## src/rtl/keypad_scanner.sv

```systemverilog
// 4x3 matrix keypad scanner: walks an active-low row drive, debounces the first
// column seen low, and reports the confirmed key with a one-cycle dataReady strobe.
module keypad_scanner #(
    parameter int unsigned SCAN_DIV        = 16,
    parameter int unsigned DEBOUNCE_CYCLES = 1000
) (
    input  logic        clock,
    input  logic        resetn,
    input  logic        start,
    input  logic [2:0]  cols,
    output logic [3:0]  rows,
    output logic [31:0] foundRow,
    output logic [31:0] foundCol,
    output logic        dataReady
);

    localparam int unsigned CNT_MAX = (SCAN_DIV > DEBOUNCE_CYCLES) ? SCAN_DIV : DEBOUNCE_CYCLES;
    localparam int unsigned CW      = (CNT_MAX > 2) ? $clog2(CNT_MAX) : 1;
    localparam logic [CW-1:0] DWELL_LAST = CW'(SCAN_DIV - 1);
    localparam logic [CW-1:0] DEB_LAST   = CW'(DEBOUNCE_CYCLES - 1);

    typedef enum logic [1:0] {
        IDLE     = 2'd0,
        SCAN     = 2'd1,
        DEBOUNCE = 2'd2,
        HOLD     = 2'd3
    } state_t;

    state_t          state, state_n;
    logic [1:0]      row_idx, row_idx_n;
    logic [1:0]      col_idx, col_idx_n;
    logic [CW-1:0]   cnt, cnt_n;
    logic [1:0]      found_row, found_row_n;
    logic [1:0]      found_col, found_col_n;
    logic            ready_n;
    logic [3:0]      rows_n;
    logic [2:0]      col_meta, col_s;

    // Two-flop synchronizer for the asynchronous column lines
    always_ff @(posedge clock or negedge resetn) begin
        if (!resetn) begin
            col_meta <= 3'b111;
            col_s    <= 3'b111;
        end else begin
            col_meta <= cols;
            col_s    <= col_meta;
        end
    end

    always_ff @(posedge clock or negedge resetn) begin
        if (!resetn) begin
            state     <= IDLE;
            row_idx   <= 2'd0;
            col_idx   <= 2'd0;
            cnt       <= '0;
            found_row <= 2'd0;
            found_col <= 2'd0;
            dataReady <= 1'b0;
            rows      <= 4'b1111;
        end else begin
            state     <= state_n;
            row_idx   <= row_idx_n;
            col_idx   <= col_idx_n;
            cnt       <= cnt_n;
            found_row <= found_row_n;
            found_col <= found_col_n;
            dataReady <= ready_n;
            rows      <= rows_n;
        end
    end

    always_comb begin
        state_n     = state;
        row_idx_n   = row_idx;
        col_idx_n   = col_idx;
        cnt_n       = cnt;
        found_row_n = found_row;
        found_col_n = found_col;
        ready_n     = 1'b0;

        case (state)
            IDLE: begin
                if (start) begin
                    state_n   = SCAN;
                    row_idx_n = 2'd0;
                    cnt_n     = '0;
                end
            end

            SCAN: begin
                if (!start) begin
                    state_n = IDLE;
                end else if (cnt == DWELL_LAST) begin
                    cnt_n = '0;
                    if (col_s != 3'b111) begin
                        // Lowest column index wins when several are low
                        state_n   = DEBOUNCE;
                        col_idx_n = !col_s[0] ? 2'd0 : (!col_s[1] ? 2'd1 : 2'd2);
                    end else begin
                        row_idx_n = row_idx + 2'd1;
                    end
                end else begin
                    cnt_n = cnt + CW'(1);
                end
            end

            DEBOUNCE: begin
                if (!start) begin
                    state_n = IDLE;
                end else if (col_s[col_idx]) begin
                    state_n   = SCAN;
                    row_idx_n = row_idx + 2'd1;
                    cnt_n     = '0;
                end else if (cnt == DEB_LAST) begin
                    state_n     = HOLD;
                    cnt_n       = '0;
                    found_row_n = row_idx;
                    found_col_n = col_idx;
                    ready_n     = 1'b1;
                end else begin
                    cnt_n = cnt + CW'(1);
                end
            end

            HOLD: begin
                if (!col_s[col_idx]) begin
                    cnt_n = '0;
                end else if (cnt == DEB_LAST) begin
                    cnt_n     = '0;
                    row_idx_n = 2'd0;
                    state_n   = start ? SCAN : IDLE;
                end else begin
                    cnt_n = cnt + CW'(1);
                end
            end

            default: state_n = IDLE;
        endcase

        rows_n = (state_n == IDLE) ? 4'b1111 : ~(4'b0001 << row_idx_n);
    end

    assign foundRow = 32'(found_row);
    assign foundCol = 32'(found_col);

endmodule

```

## config.mk

```make
export PLATFORM = sky130hd
export DESIGN_NAME = keypad_scanner
export DESIGN_NICKNAME = d
export VERILOG_FILES = /design/src/rtl/keypad_scanner.sv
export SDC_FILE = /design/constraint.sdc
export NUM_CORES = 1
export LEC_CHECK = 0
export ABC_AREA = 1
export CORE_MARGIN = 4
export CORE_UTILIZATION = 45
export CTS_BUF_LIST = sky130_fd_sc_hd__clkbuf_8
export DETAILED_ROUTE_END_ITERATION = 10
export GPL_TIMING_DRIVEN = 0
export PLACE_DENSITY = 0.81
export SLEW_MARGIN = 40
export SYNTH_ARGS = -nofsm -noshare
export SYNTH_HDL_FRONTEND = slang
export SYNTH_SLANG_ARGS = --single-unit
export TNS_END_PERCENT = 1
```

## constraint.sdc

```tcl
create_clock -name clock -period 2.88 [get_ports clock]
set_input_delay 0.72 -clock clock [delete_from_list [all_inputs] [get_ports clock]]
set_output_delay 0.72 -clock clock [all_outputs]
set_load 0.01 [all_outputs]
```

; ---- Word-level counts from Yosys, hierarchy flattened
; Cells that the tools add are included.
[totals]
regBits = 31
latch_bits = 0
ram_bits = 0
romBits = 0
output_inout_bits = 69
elab_cells = 67
n_memories = 0
[classes]
n_addsub = 2
multipliers = 0
div = 0
n_lt_le_gt_ge = 1
eq_ne = 9
n_shift = 1
muxes = 37
bitwise = 2
reduce_logical = 5
[op_table]
columns = op, n
row1 = 10-bit 2-to-1 mux, 7
row2 = 10-bit case mux with 4 select lines, 1
row3 = 2-bit 2-to-1 mux, 19
row4 = 2-bit case mux with 4 select lines, 2
row5 = "10-bit by 1-bit adder with 10-bit output, second input constant", 1
row6 = "10-bit == test, second input constant", 1
row7 = "10-bit by 4-bit == test with 1-bit output, second input constant", 1
row8 = 4-bit AND reduction, 2
row9 = 1-bit 2-to-1 mux, 6
row10 = "2-bit != test, second input constant", 3
row11 = "2-bit == test, second input constant", 2
row12 = 2-bit zero test, 2
row13 = 4-bit 2-to-1 mux, 1
row14 = 4-bit NOT, 1
row15 = "1-bit by 2-bit left shift with 4-bit output, first input constant", 1
row16 = "2-bit by 3-bit < comparator with 1-bit output, second input constant", 1
row17 = "3-bit != test, second input constant", 1
row18 = 3-bit AND reduction, 1
row19 = "2-bit by 1-bit adder with 2-bit output, second input constant", 1
row20 = 1-bit binary-select mux with 2-bit select, 1
row21 = "2-bit by 1-bit == test with 1-bit output, second input constant", 1
row22 = 1-bit NOT, 1

; ---- Longest topological paths before layout
; Gate-level depths: netlist of run 1.
[depth]
ltp_word = 8
depth_mapped = 10
mapped_depth_nobuf = 10

; ---- Worst setup path before layout of run 1
; Ideal clock, no wire load.
[synth_timing]
path_kind = input-to-reg
startpoint = in start
endpoint = reg rows[0]
setup_ns = 0.086
arrival_time_ns = 1.545
required_ns = 2.794
slack_ns = 1.249
path_stages = 8
path_buffers = 1
cell_sequence = buf_6 -> inv_1 -> nor2_1 -> nand4_1 -> nand3_1 -> nand3_1 -> nor2_2 -> nand3_1
[synth_between]
elab_chain_cells = 6
elab_cells_between_ends = 15
[synth_lines]
columns = element, line_no
row1 = from (decl), 9  ; input logic start,
row2 = 1-bit 2-to-1 mux, 131  ; state_n = start ? SCAN : IDLE;
row3 = 2-bit 2-to-1 mux, 128  ; end else if (cnt == DEB_LAST) begin
row4 = 2-bit 2-to-1 mux, 126  ; if (!col_s[col_idx]) begin
row5 = 2-bit case mux with 4 select lines, 81  ; case (state)
row6 = 2-bit zero test, 140  ; rows_n = (state_n == IDLE) ? 4'b1111 : ~(4'b0001 << row_idx_n);
row7 = 4-bit 2-to-1 mux (*), 140
row8 = named net rows_n[0], 36  ; logic [3:0] rows_n;
row9 = to (signal assigned), 68  ; rows <= rows_n;
row10 = to (decl), 11  ; output logic [3:0] rows,
; The timed path passes the listed nets; every way through them passes the cells marked *.
; A chain may end at the register's enable or synchronous reset.

; ---- Worst setup path after layout of run 1
[layout_timing]
startpoint = reg rows[3]
endpoint = out rows[3]
; No word-level cell between the ends.

==> metrics.log, run 1 <==
[metrics] area of the mapped netlist: around 2100 µm²
[metrics] quantity of gates resized following cts: 0
[metrics] maximum clock frequency: 0.4895 GHz
[metrics] final critical-path setup slack: 0.8370 ns
[metrics] share of the clock period used by the worst path: 70.94%
[metrics] layout cells sized above 1: 31.47%
[metrics] number of hold-slack violations in the final timing report: 0
[metrics] endpoint kind of the worst setup timing path: primary output
[metrics] buffer levels on the longest clock path: 2
[metrics] flop and latch count out of synthesis: 31
[metrics] count of different cell masters after synthesis: 34
[metrics] arrival time reported for the critical path endpoint: 1.32 ns
[metrics] clock buffer count from CTS: 5
[metrics] global-route wire length before repair: roughly 6400 µm
[metrics] Mapped Cells: 260
[metrics] endpoint required time on the critical path: 2.16 ns
[metrics] maximum number of pins on one net before global-route repair: 32
[metrics] Worst setup SP type: flop
[metrics] initial antenna violation count: 0
[metrics] Worst Skew: 0.004598 ns
[metrics] antenna viol nets, final: 0
[metrics] number of top-level pins: 75
[metrics] placed wire-length estimate: roughly 3000 µm
[metrics] global route overflow: 0
[metrics] clk sink count: 31
[metrics] H-tree levels: 2
[metrics] Clk pin slew, worst setup/hold paths: 0.06 ns
[metrics] setup repair after global routing missed its margin: false
[metrics] Routed wire per std cell: 9.633 µm
[metrics] maxcap violations: 0
[metrics] die area: 5912 µm²
[metrics] initial core utilization: 47.73%
[metrics] Area Overhead vs Synth: 23.96%
[metrics] result of the run: finished clean
[metrics] post-cts hold buffer count: 0
[metrics] source-to-sink clock delay at the later pin of the worst-skew pair: 0.28 ns
[metrics] total wire length: 3776 µm
[metrics] EDFF count, synth: 0
[metrics] CP delay by family, top: flip-flops
[metrics] delay contributed by the slowest stage of the critical path: 0.52 ns
[metrics] Critical Path, Cell by Cell: clkdlybuf4s50_1
[metrics] largest fanout on the critical path: 1
[metrics] floorplan core area: 4474 µm²
[metrics] Max Slew Vio Count: 0
[metrics] setup tns final: 0 ns
[metrics] cell row count: 24
[metrics] slowest CP cell: sky130_fd_sc_hd__dfstp_2
[metrics] Vert. Die Dim: between 70 and 80 µm
[metrics] number of global-route vias before repair: 1461
[metrics] violation count after the first detailed-routing iteration: 96
[metrics] # nets final: 346
[metrics] P_leak: roughly 1.5 nW
[metrics] final estimated routing congestion in global placement: 0.8607
[metrics] cell area power density: 398.0 nW/µm²
[metrics] number of setup buffers added after CTS: 0
[metrics] global-route usage over all layers: 13.10%
[metrics] final routed DRC violation total: 0
[metrics] antenna cell count: 0
[metrics] worst slew pin tran: 0.6829 ns
[metrics] routed vias: 1660
[metrics] Filler cells: between 400 and 500
[metrics] Worst Hold Class: reg -> reg
[metrics] number of port buffers: 13
[metrics] number of warning messages in the yosys log: 0
[metrics] R2R setup slack: 1.16 ns
[metrics] final period demand of the worst path: 2.043 ns
[metrics] max-slew headroom at the worst pin: 54.47%
[metrics] async set-or-reset flop fraction in the synthesized netlist: between 90% and 100%
[metrics] Die X: roughly 77 µm
[metrics] start-to-end type of the worst setup path: reg -> out
[metrics] vias per cell: between 4 and 5
[metrics] fraction of the yosys area taken by sequential cells: between 30% and 40%
[metrics] worst vdd rail ir drop: between 0.2 and 0.25 mV
[metrics] primary flip-flop cell chosen by synthesis mapping: sky130_fd_sc_hd__dfrtp_1
[metrics] cell at the root of the clock tree: sky130_fd_sc_hd__clkbuf_8
[metrics] # setup viols final: 0
[metrics] dpl ws: 1.080 ns
[metrics] crit path buf inv count: 1
[metrics] number of optimization iterations in the first detailed-route pass: 4
[metrics] mean post-synth cell area: 8.215 µm²
[metrics] clock tree from TritonCTS: done
==> Yosys cell counts (2+ instances only) <==
| cell type | number | area share, % |
|---|---|---|
| sky130_fd_sc_hd__nand2_2 | 3 | 0.88 |
| sky130_fd_sc_hd__buf_4 | 60 | 21 |
| sky130_fd_sc_hd__nand3_1 | 30 | 7.0 |
| sky130_fd_sc_hd__nor2_1 | 14 | 2.5 |
| sky130_fd_sc_hd__dfrtp_1 | 21 | 25 |
| sky130_fd_sc_hd__nand4_1 | 7 | 2.1 |
| sky130_fd_sc_hd__a21oi_1 | 2 | 0.47 |
| sky130_fd_sc_hd__nor2_2 | 6 | 1.8 |
| sky130_fd_sc_hd__inv_2 | 5 | 0.88 |
| sky130_fd_sc_hd__o21ai_0 | 8 | 1.9 |
| sky130_fd_sc_hd__xnor2_1 | 2 | 0.82 |
| sky130_fd_sc_hd__nand4_2 | 3 | 1.8 |
| sky130_fd_sc_hd__inv_1 | 24 | 4.2 |
| sky130_fd_sc_hd__nand2_1 | 40 | 7.0 |
| sky130_fd_sc_hd__nor2_4 | 3 | 1.6 |
| sky130_fd_sc_hd__xor2_1 | 4 | 1.6 |
| sky130_fd_sc_hd__nand3_2 | 2 | 0.94 |
| sky130_fd_sc_hd__dfstp_2 | 10 | 12 |
==> report_power, final <==
| part | internal (W) | switching (W) |
|---|---|---|
| logic | 0.0000892 | 0.000114 |
| clock network | 0.000214 | 0.000158 |
| registers | 0.000459 | 0.0000184 |
| total | 0.000763 | 0.000291 |
==> final timing paths <==
path | startpoint | to | depth (start not counted)
worst max-delay path | rows[3] | rows[3] | 1
worst min-delay path | col_meta[0] | col_s[0] | 0
worst max register to register | cnt[0] | state[0] | 10
worst min register to register | col_meta[0] | col_s[0] | 0
max in group asynchronous | resetn | cnt[9] | 1
min in group asynchronous | resetn | found_col[1] | 1
==> cell families (layout without fill, tap and decap cells) <==
| family | after synthesis | count (layout) | share of synthesized area [%] |
|---|---|---|---|
| adders and majority gates | 1 | 1 | 0.5857 |
| xor gates and xnor gates | 6 | 6 | 2.460 |
| DFF | 31 | 31 | 36.91 |
| AOI/OAI and AO/OA | 14 | 14 | 3.515 |
| and+or+nand+nor | 116 | 116 | 29.23 |
| buffers and inverters | 91 | 112 | 27.12 |
| other | 1 | 60 | 0.1756 |
==> area by class of cell <==
cell class	count	area [µm²]	area share, %
multi-input combinational	197	989.7	37.38
sequential	31	788.3	29.77
buffer	61	461.7	17.44
timing repair buffer	13	125.1	4.726
inverter	30	117.6	4.442
clock buffer	7	96.34	3.639
tap	52	65.06	2.457
clock inverter	1	3.754	0.1418
==> state kept, by name, summed over array words and instances, names as in the netlist <==
name	flops
cnt	10
rows	4
col_meta	3
col_s	3
col_idx	2
found_col	2
found_row	2
row_idx	2
state	2
dataReady	1
==> per-stage QoR <==
stage                     area [µm²]  utilization, %  std cells  hold WS, ns  total power [W]
after floorplan                 2357               -        319       0.3452        0.0006502
after global placement          2552           57.05        384       0.3452        0.0006803
after detailed placement        2547           56.94        384       0.3470        0.0006839
after CTS                       2648           59.17        392       0.3563         0.001061
after global routing            2648           59.17        392       0.3573         0.001114
final                           2648           59.17        392       0.3569         0.001054
==> layer usage <==
layer | vias to the layer above | part of all wire, % | global-route usage [%] | wire, µm
li1 | 871 | - | - | -
met1 | 722 | 40 | 15.17 | 1527
met2 | 61 | 49 | 22.04 | 1852
met3 | 6 | 9.2 | 4.918 | 346
met4 | 0 | 1.3 | 4.710 | 50
met5 | - | 0 | 0 | 0
==> placed cells by master, fill, tap and decap left out, drive strengths merged, types with 2 or more instances in the layout <==
cell type,count
conb,60
inv,31
nor3,3
o21ai,9
a21oi,2
clkbuf,7
clkdlybuf4s50,12
nand2,43
dfstp,10
nor2,23
nand4,10
buf,62
xnor2,2
xor2,4
nand3,33
dfrtp,21
(Power assumes the default switching activity.)
==> run 2: changes to the inputs <==
==> constraint.sdc (replaced) <==
create_clock -name clock -period 2.1 [get_ports clock]
set_input_delay 0.525 -clock clock [delete_from_list [all_inputs] [get_ports clock]]
set_output_delay 0.525 -clock clock [all_outputs]
set_load 0.01 [all_outputs]
==> results of run 2 <==
Same layout as run 1 (identical final DEF). Status: finished clean.
Among the figures that moved: setup slack after placement 1.080 ns -> 0.4114 ns; setup slack after layout 0.8370 ns -> 0.2520 ns; hold slack 0.3569 ns -> 0.2836 ns; register-to-register setup slack 1.16 ns -> 0.38 ns; total power 0.001054 W -> 0.001445 W; worst IR drop on VDD 0.2134 mV -> 0.2927 mV
==> run 3: changes to the inputs <==
--- a/config.mk
+++ b/config.mk
@@ -12,7 +12,8 @@
 export DETAILED_ROUTE_END_ITERATION = 10
 export GPL_TIMING_DRIVEN = 0
 export PLACE_DENSITY = 0.81
-export SLEW_MARGIN = 40
+export RECOVER_POWER = 100
+export SLEW_MARGIN = 5
 export SYNTH_ARGS = -nofsm -noshare
 export SYNTH_HDL_FRONTEND = slang
 export SYNTH_SLANG_ARGS = --single-unit
==> run 3 against run 2 <==
Compared with the run above:
- the run now ends with capacitance limit, slew limit left
- core utilization down 0.67 points
- worst hold slack improved by 0.073 ns
- final area down 1.1%
- clock power about the same
==> metrics.log, run 3 (synthesized netlist as in run 1, its figures left out) <==
[metrics] result of the run: finished, violations left
[metrics] failing checks: capacitance limit, slew limit
[metrics] cell area power density: approximately 550 nW/µm²
[metrics] flip-flop count of the largest register after layout: 10 (unchanged)
[metrics] number of setup buffers added after CTS: 0 (unchanged)
[metrics] cell at the root of the clock tree: sky130_fd_sc_hd__clkbuf_8
[metrics] endpoint kind of the worst setup timing path: primary output
[metrics] Stages on worst setup path: 1 (unchanged)
[metrics] Die X: 76.89 µm (unchanged)
[metrics] Max Slew Vio Count: 32 (+32)
[metrics] clock tree from TritonCTS: done
[metrics] length of routed met2 wiring: 1813 µm (-2.1%)
[metrics] Worst setup SP type: flop
[metrics] endpoint required time on the critical path: around 1.6 ns
[metrics] most frequent cells in the layout: sky130_fd_sc_hd__buf_4 (60), sky130_fd_sc_hd__conb_1 (60), sky130_fd_sc_hd__nand2_1 (40), sky130_fd_sc_hd__nand3_1 (31), sky130_fd_sc_hd__inv_1 (26)
[metrics] maxcap violations: 1 (+1)
[metrics] quantity of gates resized following cts: 0 (unchanged)
[metrics] # setup viols final: 0 (unchanged)
[metrics] share of the clock period used by the worst path: about nine tenths
[metrics] CP delay by family, top: buffers and inverters
[metrics] post-cts hold buffer count: 0 (unchanged)
[metrics] non-filler instance count after layout: 392 (unchanged)
[metrics] violation count after the first detailed-routing iteration: 76 (-21%)
[metrics] clock buffer count from CTS: 5 (unchanged)
[metrics] start point of the critical path: rows[3]
[metrics] global-route usage over all layers: 13.10% (unchanged)
[metrics] last element of the critical path: rows[3]
[metrics] Crit Reg-Reg Startpoint: cnt[0]
[metrics] biggest regs: cnt (10), rows (4)
[metrics] switching share of power: between 20 and 30%
[metrics] crit path buf inv count: 1 (unchanged)
[metrics] number of top-level pins: 75 (unchanged)
[metrics] die area: 5912 µm² (unchanged)
[metrics] number of optimization iterations in the first detailed-route pass: 4 (unchanged)
[metrics] clk sink count: 31 (unchanged)
[metrics] slowest CP cell: sky130_fd_sc_hd__dlygate4sd3_1
[metrics] P_leak: 1.496 nW (+0.51%)
[metrics] power share of the combinational group: 19.1% (-0.2 points)
[metrics] setup repair after global routing missed its margin: false
[metrics] Vert. Die Dim: 76.89 µm (unchanged)
[metrics] vias per cell: 4.237 (about the same)
[metrics] initial antenna violation count: 0 (unchanged)
[metrics] floorplan core area: 4474 µm² (unchanged)
[metrics] Routed met3 length: 336 µm (-2.9%)
[metrics] global route overflow: 0 (unchanged)
[metrics] maximum number of pins on one net before global-route repair: 32 (unchanged)
[metrics] number of global-route vias before repair: 1461 (unchanged)
[metrics] cell-internal power: approximately 0.0010 W
[metrics] delay contributed by the slowest stage of the critical path: 0.60 ns (+0.08 ns)
[metrics] top layer in use: met4
[metrics] number of placed instances, taps included: 384 (unchanged)
[metrics] placed wire-length estimate: 2978 µm (unchanged)
[metrics] worst vdd rail ir drop: 0.2922 mV
[metrics] number of port buffers: 13 (unchanged)
[metrics] Worst Hold Class: reg -> reg
[metrics] arrival time reported for the critical path endpoint: 1.39 ns (+0.07 ns)
[metrics] sequential power share: 45.5% (+0.2 points)
[metrics] number of hold-slack violations in the final timing report: 0 (unchanged)
[metrics] Area Overhead vs Synth: 22.55%
[metrics] # nets final: 346 (unchanged)
[metrics] final period demand of the worst path: between 1.5 and 2 ns
[metrics] power dissipated by switching net loads: between 0.0003 and 0.0004 W
[metrics] largest fanout on the critical path: 1 (unchanged)
[metrics] final estimated routing congestion in global placement: 0.8607 (unchanged)
[metrics] worst hold slack after final layout: 0.3568 ns
[metrics] final routed DRC violation total: 0 (unchanged)
[metrics] utilization after layout: 58.50% (-0.67 points)
[metrics] worst slew pin tran: 1.609 ns (+0.9265 ns)
[metrics] fraction of power consumed by the clock network: 35.5% (+0.2 points)
[metrics] antenna cell count: 0 (unchanged)
[metrics] max-slew headroom at the worst pin: -7.291% (-62 points)
[metrics] Routed wire per std cell: 9.661 µm (+0.29%)
[metrics] end of the worst register-to-register path: state[0]
[metrics] maximum clock frequency: 0.5220 GHz
[metrics] Worst Skew: 0.005283 ns (+0.0006853 ns)
[metrics] start-to-end type of the worst setup path: reg -> out
[metrics] total wire length: 3787 µm (+0.29%)
[metrics] buffer levels on the longest clock path: 2 (unchanged)
[metrics] cell row count: 24 (unchanged)
[metrics] layout cells sized above 1: 29.12% (-2.4 points)
[metrics] source-to-sink clock delay at the later pin of the worst-skew pair: 0.28 ns (about the same)
[metrics] Clk pin slew, worst setup/hold paths: 0.06 ns (about the same)
[metrics] H-tree levels: 2 (unchanged)
[metrics] routed vias: 1661 (+0.060%)
[metrics] global-route wire length before repair: 6354 µm (unchanged)
[metrics] R2R setup slack: 0.30 ns
[metrics] reg2reg path depth: 10 (unchanged)
[metrics] initial core utilization: 47.73% (unchanged)
[metrics] largest register by flop count: cnt
[metrics] antenna viol nets, final: 0 (unchanged)
[metrics] Post-Route M1 WL: 1587 µm (+3.9%)
[metrics] Critical Path, Cell by Cell: dlygate4sd3_1
## run 3: layer usage
layer / GRT usage, % / vias to the layer above
met2: 22.04 / 64
li1: - / 874
met3: 4.918 / 6
met4: 4.710 / 0
met1: 15.17 / 717
met5: 0 / -
## run 3: metrics by stage
stage	total power, W	setup slack [ns]	setup TNS, ns	cell area (µm²)
2_1_floorplan	0.0008916	0.6393	0	2357
4_1_cts	0.001455	0.2327	0	2648
3_5_place_dp	0.0009380	0.4114	0	2547
5_1_grt	0.001522	0.1142	0	2618
3_3_place_gp	0.0009330	-0.02154	-0.4323	2552
6_report	0.001440	0.1843	0	2618
## run 3: worst min-delay path by stage
| stage | startpoint | endpoint | slack (ns) | cells past startpoint |
|---|---|---|---|---|
| 2_1_floorplan | resetn | cnt[0] | 0.23 | 0 |
| 3_3_place_gp | col_meta[1] | col_s[1] | 0.35 | 0 |
| 3_5_place_dp | col_meta[0] | col_s[0] | 0.35 | 0 |
| 4_1_cts | resetn | found_col[0] | 0.30 | 1 |
| 5_1_grt | col_meta[0] | col_s[0] | 0.36 | 0 |
| 6_report | col_meta[0] | col_s[0] | 0.36 | 0 |
## run 3: worst reg2reg max path: stages, from the launching register on
cell and delay (ns):
sky130_fd_sc_hd__dfrtp_1 0.38, sky130_fd_sc_hd__ha_1 0.21, sky130_fd_sc_hd__nand2_1 0.11, sky130_fd_sc_hd__inv_1 0.09, sky130_fd_sc_hd__nand3_1 0.08, sky130_fd_sc_hd__nor2_1 0.20
sky130_fd_sc_hd__nand2_1 0.14, sky130_fd_sc_hd__nand2_1 0.11, sky130_fd_sc_hd__nand2_1 0.14, sky130_fd_sc_hd__o211ai_1 0.12, sky130_fd_sc_hd__nand3_1 0.09
## run 3: layout make-up
cell class              count  area (µm²)
fillers                   411        1857
flip-flops and latches     31       788.3
multi-input cells         197       960.9
inverters                  30       117.6
plain buffers              61       461.7
clock inverters             1       3.754
clock buffers               7       96.34
well taps                  52       65.06
repair buffers             13       123.9
## run 3: power by group through the flow
stage	Clock, W	Sequential [W]	Combinational [W]
2_1_floorplan	0	0.000659	0.000232
3_3_place_gp	0	0.000662	0.000271
3_5_place_dp	0	0.000665	0.000273
4_1_cts	0.000526	0.000655	0.000274
5_1_grt	0.000555	0.000658	0.000309
6_report	0.000511	0.000654	0.000275
